File: src/rtl/bip_fetch_control_pkg.sv
// rtl/bip_fetch_control_pkg.sv - opcodes, select encodings, FSM states and strobe bundle for the sequencer
package bip_fetch_control_pkg;

  localparam int OPW = 5;

  localparam logic [OPW-1:0] OP_HLT  = 5'b00000;
  localparam logic [OPW-1:0] OP_STO  = 5'b00001;
  localparam logic [OPW-1:0] OP_LD   = 5'b00010;
  localparam logic [OPW-1:0] OP_LDI  = 5'b00011;
  localparam logic [OPW-1:0] OP_ADD  = 5'b00100;
  localparam logic [OPW-1:0] OP_ADDI = 5'b00101;
  localparam logic [OPW-1:0] OP_SUB  = 5'b00110;
  localparam logic [OPW-1:0] OP_SUBI = 5'b00111;

  localparam logic [1:0] SEL_A_RAM = 2'd0;
  localparam logic [1:0] SEL_A_IMM = 2'd1;
  localparam logic [1:0] SEL_A_ALU = 2'd2;

  typedef enum logic [2:0] {
    ST_IDLE,
    ST_FETCH,
    ST_EXEC,
    ST_WAIT_STEP,
    ST_HALT
  } state_e;

  typedef struct packed {
    logic       wr_ram;
    logic       rd_ram;
    logic [1:0] sel_a;
    logic       sel_b;
    logic       alu_op;
    logic       wr_acc;
  } ctrl_t;

endpackage

File: src/rtl/bip_decoder.sv
// rtl/bip_decoder.sv - combinational opcode to datapath strobe decode
module bip_decoder
  import bip_fetch_control_pkg::*;
(
  input  logic [OPW-1:0] opcode,
  output ctrl_t          ctrl
);

  always_comb begin
    ctrl = '0;
    case (opcode)
      OP_STO: ctrl.wr_ram = 1'b1;
      OP_LD: begin
        ctrl.rd_ram = 1'b1;
        ctrl.sel_a  = SEL_A_RAM;
        ctrl.wr_acc = 1'b1;
      end
      OP_LDI: begin
        ctrl.sel_a  = SEL_A_IMM;
        ctrl.wr_acc = 1'b1;
      end
      OP_ADD: begin
        ctrl.rd_ram = 1'b1;
        ctrl.sel_a  = SEL_A_ALU;
        ctrl.wr_acc = 1'b1;
      end
      OP_ADDI: begin
        ctrl.sel_a  = SEL_A_ALU;
        ctrl.sel_b  = 1'b1;
        ctrl.wr_acc = 1'b1;
      end
      OP_SUB: begin
        ctrl.rd_ram = 1'b1;
        ctrl.sel_a  = SEL_A_ALU;
        ctrl.alu_op = 1'b1;
        ctrl.wr_acc = 1'b1;
      end
      OP_SUBI: begin
        ctrl.sel_a  = SEL_A_ALU;
        ctrl.sel_b  = 1'b1;
        ctrl.alu_op = 1'b1;
        ctrl.wr_acc = 1'b1;
      end
      // HLT and the whole 01000-11111 range carry no strobes
      default: ctrl = '0;
    endcase
  end

endmodule

File: src/rtl/bip_fetch_control.sv
// rtl/bip_fetch_control.sv - PC/IR/cycle counter and fetch-exec FSM with single-step support
module bip_fetch_control
  import bip_fetch_control_pkg::*;
#(
  parameter int AB = 11,
  parameter int DB = 16,
  parameter int CW = 32
) (
  input  logic          clk,
  input  logic          rst_n,
  input  logic          start,
  input  logic          step_mode,
  input  logic          step,
  input  logic [DB-1:0] pm_data,
  output logic [AB-1:0] pm_addr,
  output logic [AB-1:0] operand,
  output logic          wr_ram,
  output logic          rd_ram,
  output logic [1:0]    sel_a,
  output logic          sel_b,
  output logic          alu_op,
  output logic          wr_acc,
  output logic          busy,
  output logic          halted,
  output logic [CW-1:0] cycles
);

  state_e        state_q, state_d;
  logic [AB-1:0] pc_q, pc_d;
  logic [DB-1:0] ir_q, ir_d;
  logic [CW-1:0] cycles_q, cycles_d;
  ctrl_t         dec_ctrl;
  ctrl_t         ctrl;
  logic [OPW-1:0] opcode;

  assign opcode = ir_q[DB-1 -: OPW];

  bip_decoder u_decoder (
    .opcode (opcode),
    .ctrl   (dec_ctrl)
  );

  always_comb begin
    state_d  = state_q;
    pc_d     = pc_q;
    ir_d     = ir_q;
    cycles_d = cycles_q;
    if ((state_q == ST_FETCH || state_q == ST_EXEC) && cycles_q != '1) begin
      cycles_d = cycles_q + CW'(1);
    end
    case (state_q)
      ST_IDLE, ST_HALT: begin
        if (start) begin
          pc_d     = '0;
          cycles_d = '0;
          state_d  = ST_FETCH;
        end
      end
      ST_FETCH: begin
        ir_d    = pm_data;
        pc_d    = pc_q + AB'(1);
        state_d = ST_EXEC;
      end
      ST_EXEC: begin
        if (opcode == OP_HLT) begin
          state_d = ST_HALT;
        end else if (step_mode) begin
          state_d = ST_WAIT_STEP;
        end else begin
          state_d = ST_FETCH;
        end
      end
      ST_WAIT_STEP: begin
        // dropping step_mode while parked acts as an implicit release
        if (step || !step_mode) begin
          state_d = ST_FETCH;
        end
      end
      default: state_d = ST_IDLE;
    endcase
  end

  always_ff @(posedge clk or negedge rst_n) begin
    if (!rst_n) begin
      state_q  <= ST_IDLE;
      pc_q     <= '0;
      ir_q     <= '0;
      cycles_q <= '0;
    end else begin
      state_q  <= state_d;
      pc_q     <= pc_d;
      ir_q     <= ir_d;
      cycles_q <= cycles_d;
    end
  end

  // strobes are gated by the registered state so reset clears them directly
  assign ctrl    = (state_q == ST_EXEC) ? dec_ctrl : '0;
  assign wr_ram  = ctrl.wr_ram;
  assign rd_ram  = ctrl.rd_ram;
  assign sel_a   = ctrl.sel_a;
  assign sel_b   = ctrl.sel_b;
  assign alu_op  = ctrl.alu_op;
  assign wr_acc  = ctrl.wr_acc;

  assign pm_addr = pc_q;
  assign operand = ir_q[AB-1:0];
  assign busy    = (state_q == ST_FETCH) || (state_q == ST_EXEC) || (state_q == ST_WAIT_STEP);
  assign halted  = (state_q == ST_HALT);
  assign cycles  = cycles_q;

endmodule

File: config.mk
export PLATFORM = sky130hd
export DESIGN_NAME = bip_fetch_control
export DESIGN_NICKNAME = d
export VERILOG_FILES = /design/src/rtl/bip_fetch_control_pkg.sv /design/src/rtl/bip_decoder.sv /design/src/rtl/bip_fetch_control.sv
export SDC_FILE = /design/constraint.sdc
export NUM_CORES = 1
export LEC_CHECK = 0
export ABC_AREA = 1
export ABC_CLOCK_PERIOD_IN_PS = 4500
export CAP_MARGIN = 20
export CORE_ASPECT_RATIO = 0.6
export CORE_MARGIN = 4
export CORE_UTILIZATION = 40
export DETAILED_ROUTE_END_ITERATION = 12
export PLACE_DENSITY_LB_ADDON = 0.1
export SKIP_LAST_GASP = 1
export SYNTH_ARGS = -nofsm -noshare
export SYNTH_HDL_FRONTEND = slang
export SYNTH_SLANG_ARGS = --single-unit
File: constraint.sdc
create_clock -name clk -period 4.5 [get_ports clk]
set_clock_uncertainty 0.1 [all_clocks]
set_input_delay 0.9 -clock clk [delete_from_list [all_inputs] [get_ports clk]]
set_output_delay 0.9 -clock clk [all_outputs]
set_load 0.03 [all_outputs]
==> results.sh <==
export IMPL_status="complete, no violations"
export IMPL_rsz0062_at_grt="false"
export IMPL_yosys_warnings=0
export IMPL_ys_top_cells_by_count="nand2_1 (154), nor2_1 (91), dfrtp_1 (62)"
export IMPL_fin_crit_ns=3.102
export IMPL_io_pins=84
export IMPL_worstHoldPathCells=2
export IMPL_area_growth_pct=30.96
export IMPL_htreeDepth=3
export IMPL_die_y_microns=82.80
export IMPL_fmax_ghz=0.3224
export IMPL_syn_inst=518
export IMPL_drv_slew=0
export IMPL_comb_power_share_pct=36.0
export IMPL_grt_pass1_vias=3404
export IMPL_ys_ff_latch=62
export IMPL_crit_path_start_kind="flop"
export IMPL_num_rows=26
export IMPL_ant_nets=0
export IMPL_power_switching_uw=939.5
export IMPL_internal_power_uw=1552
export IMPL_cts_root_buf="clkbuf_16"
export IMPL_overflow=0
export IMPL_path_clk_slew_ns=0.05
export IMPL_path_cells="inv_2, nand3_2, inv_1, nand2_1, nor3_1, clkdlybuf4s50_1"
export IMPL_synthesis_area_sq_um=3730
export IMPL_yosysTopAreaCellShare_pct=41.60
export IMPL_place_congestion=0.8930
export IMPL_dieArea_sq_um=10980
export IMPL_cts_hold_buf=0
export IMPL_cp_arrival_ns=2.10
export IMPL_ir_drop_mv=0.3434
export IMPL_vias=3557
export IMPL_fin_area_sq_um=4885
export IMPL_synthMuxAreaShare_pct=0
export IMPL_min_from="ir_q[9]$_DFFE_PN0P_"
export IMPL_initial_utilization_pct=42.46
export IMPL_worstReg2RegStart="state_q[0]$_DFFE_PN0P_"
export IMPL_synth_most_common_cell="nand2_1"
export IMPL_sw_frac_of_total_pct=37.71
export IMPL_power_total_uw=2491
export IMPL_cts_repair_resize_count=0
export IMPL_cts_tree="built"
export IMPL_hold_viol_final=0
export IMPL_seqPwrFrac_pct=31.3
export IMPL_post_cts_buffers=0
export IMPL_worstPathRequired_ns=3.50
export IMPL_rrSetupSlack_ns=2.37
export IMPL_tns_ns=0
export IMPL_die_x_microns=132.7
export IMPL_rr_worst_depth=7
export IMPL_path_class="reg2out"
export IMPL_grt_usage_pct=19.25
export IMPL_p_clk_share_pct=32.7
export IMPL_syn_num_nets=541
export IMPL_fin_nets=615
export IMPL_placed_cell_area_sq_um=4537
export IMPL_dpl_hpwl_microns=7409
export IMPL_grt_use_met2_pct=26.28
export IMPL_cts_buffer_depth=2
export IMPL_synth_compound_area_share_pct=5.871
export IMPL_maxCapViolCount=0
export IMPL_core_area_sq_um=8783
export IMPL_synthTopCellsByArea="dfrtp_1 (42%), nand2_1 (15%), nor2_1 (9.2%)"
export IMPL_r2r_end="pm_addr[1]$_DFFE_PN0P_"
export IMPL_cp_max_fo=7
export IMPL_vias_per_cell=5.017
export IMPL_antenna_found_initial=0
export IMPL_ys_flop_type="dfrtp_1"
export IMPL_grt_pass1_wl_microns=17240
export IMPL_endpoint_kind="primary output"
export IMPL_ys_seq_area_share_pct=41.60
export IMPL_drt_initial_drc_count=289
export IMPL_use_met3_pct=5.435
export IMPL_syn_area_per_cell_sq_um=7.200
export IMPL_port_buffers=83
export IMPL_busiest_layer="met1"
export IMPL_synth_fa_ha_area_share_pct=0.6709
export IMPL_grt_max_degree=35
export IMPL_final_layout_size_suffix_gt1_share_pct=8.710
export IMPL_drt_wl_total_microns=10100
export IMPL_holdPathEnd="ir_q[9]$_DFFE_PN0P_"
export IMPL_slowest_delay_ns=0.71
export IMPL_min_period_over_period_pct=68.93
export IMPL_yosysUniqueCellTypes=31
export IMPL_synth_top_family_by_area="simple AND/OR/NAND/NOR gates"
export IMPL_tightest_slew_ns=0.7867
export IMPL_slew_headroom_pct=47.55
export IMPL_crit_path_top_delay_cell="clkdlybuf4s50_1"
export IMPL_clk_latency_ns=0.34
export IMPL_setup_viol=0
export IMPL_firstDrtPassIters=5
export IMPL_cts_sinks=62
export IMPL_synth_simple_area_share_pct=40.83
export IMPL_postSynth_asyncResetShare_pct=100.0
export IMPL_synth_xor_area_share_pct=0.2348
export IMPL_avgRoutedWirePerCell_microns=14.24
export IMPL_cts_buffers=9
export IMPL_synth_area_leader_cell="dfrtp_1"
export IMPL_met1_usage_pct=29.93
export IMPL_drc_errors=0
export IMPL_synth_edff_count=0
export IMPL_p_leak_uw=0.002317
export IMPL_hp_class="reg2reg"
export IMPL_p_per_area_nw_per_um2=510.0
export IMPL_diodes=0
-- layout make-up --
class | instances | area [sq um]
Timing Repair Buffer | 86 | 848.3
Inverter | 59 | 221.5
Tap cell | 112 | 140.1
Clock inverter | 6 | 108.9
Fill cell | 837 | 3899
Sequential cell | 62 | 1551
Clock buffer | 10 | 239.0
Multi-Input combinational cell | 374 | 1775
-- worst max-delay path by stage --
stage / cells after the start / startpoint / to
3_5_place_dp: 7 / start / pm_addr[1]$_DFFE_PN0P_
3_3_place_gp: 7 / start / pm_addr[1]$_DFFE_PN0P_
2_1_floorplan: 5 / state_q[2]$_DFFE_PN0P_ / sel_a[0]
4_1_cts: 6 / state_q[2]$_DFFE_PN0P_ / sel_a[0]
6_report: 6 / state_q[2]$_DFFE_PN0P_ / sel_a[0]
5_1_grt: 6 / state_q[2]$_DFFE_PN0P_ / sel_a[0]
-- layer usage --
metal	vias to the layer above	share of wire (%)
li1	1773	-
met1	1663	53
met4	0	0.79
met3	12	6.3
met2	109	40
met5	-	0
-- power by group through the flow --
| stage | clock network (uW) | registers, uW | logic [uW] |
|---|---|---|---|
| CTS | 826 | 779 | 906 |
| global placement | 0 | 780 | 885 |
| finish | 815 | 779 | 897 |
| detailed placement | 0 | 784 | 903 |
| global route | 858 | 798 | 992 |
| floorplan | 0 | 829 | 599 |
-- registers in the layout, summed over array words and instances (netlist names) --
name     cells
cycles      32
ir_q        16
pm_addr     11
state_q      3
-- kinds of logic after synthesis --
kind of cell    count (synthesis)
simple gates                  331
buf+inv                        82
flops                          62
compound gates                 40
fa+ha+maj                       2
xor+xnor                        1
-- worst max-delay path: cells and delay by family, from the launching register on --
kind                   cells  cell delay [ns]
flip-flops                 1             0.39
buffers and inverters      3             0.96
AND/OR/NAND/NOR            3             0.43
-- per-stage QoR --
step,instances,utilization [%],hold slack (ns),setup WS (ns)
after floorplan,518,-,0.3500,2.093
after global placement,693,51.65,0.3625,1.719
after detailed placement,693,51.65,0.3684,1.665
after CTS,709,55.61,0.3819,1.386
after global routing,709,55.61,0.4150,1.267
final,709,55.61,0.3774,1.398
-- cells in the final DEF, fill, tap and decap left out, types with 2 or more instances in the layout --
master           synthesis  final
a21oi_1                 15     15
a31oi_1                  5      5
buf_4                   13      3
bufinv_16                0      3
clkbuf_16                0      9
clkdlybuf4s50_1          0     82
clkinv_2                 0      2
dfrtp_1                 62     62
ha_1                     2      2
inv_1                   56     56
inv_2                    2      2
nand2_1                154    154
nand2_2                  2      2
nand2_4                  2      2
nand3_1                 30     30
nand3_2                 13     13
nand3b_1                 5      5
nand4_1                 10     10
nor2_1                  91     91
nor2_2                   7      7
nor2_4                   4      4
nor3_1                   9      9
o21ai_0                 14     14
o22ai_1                  3      3
o31ai_1                  2      2
Note: power is estimated with default switching activity, not from simulation.
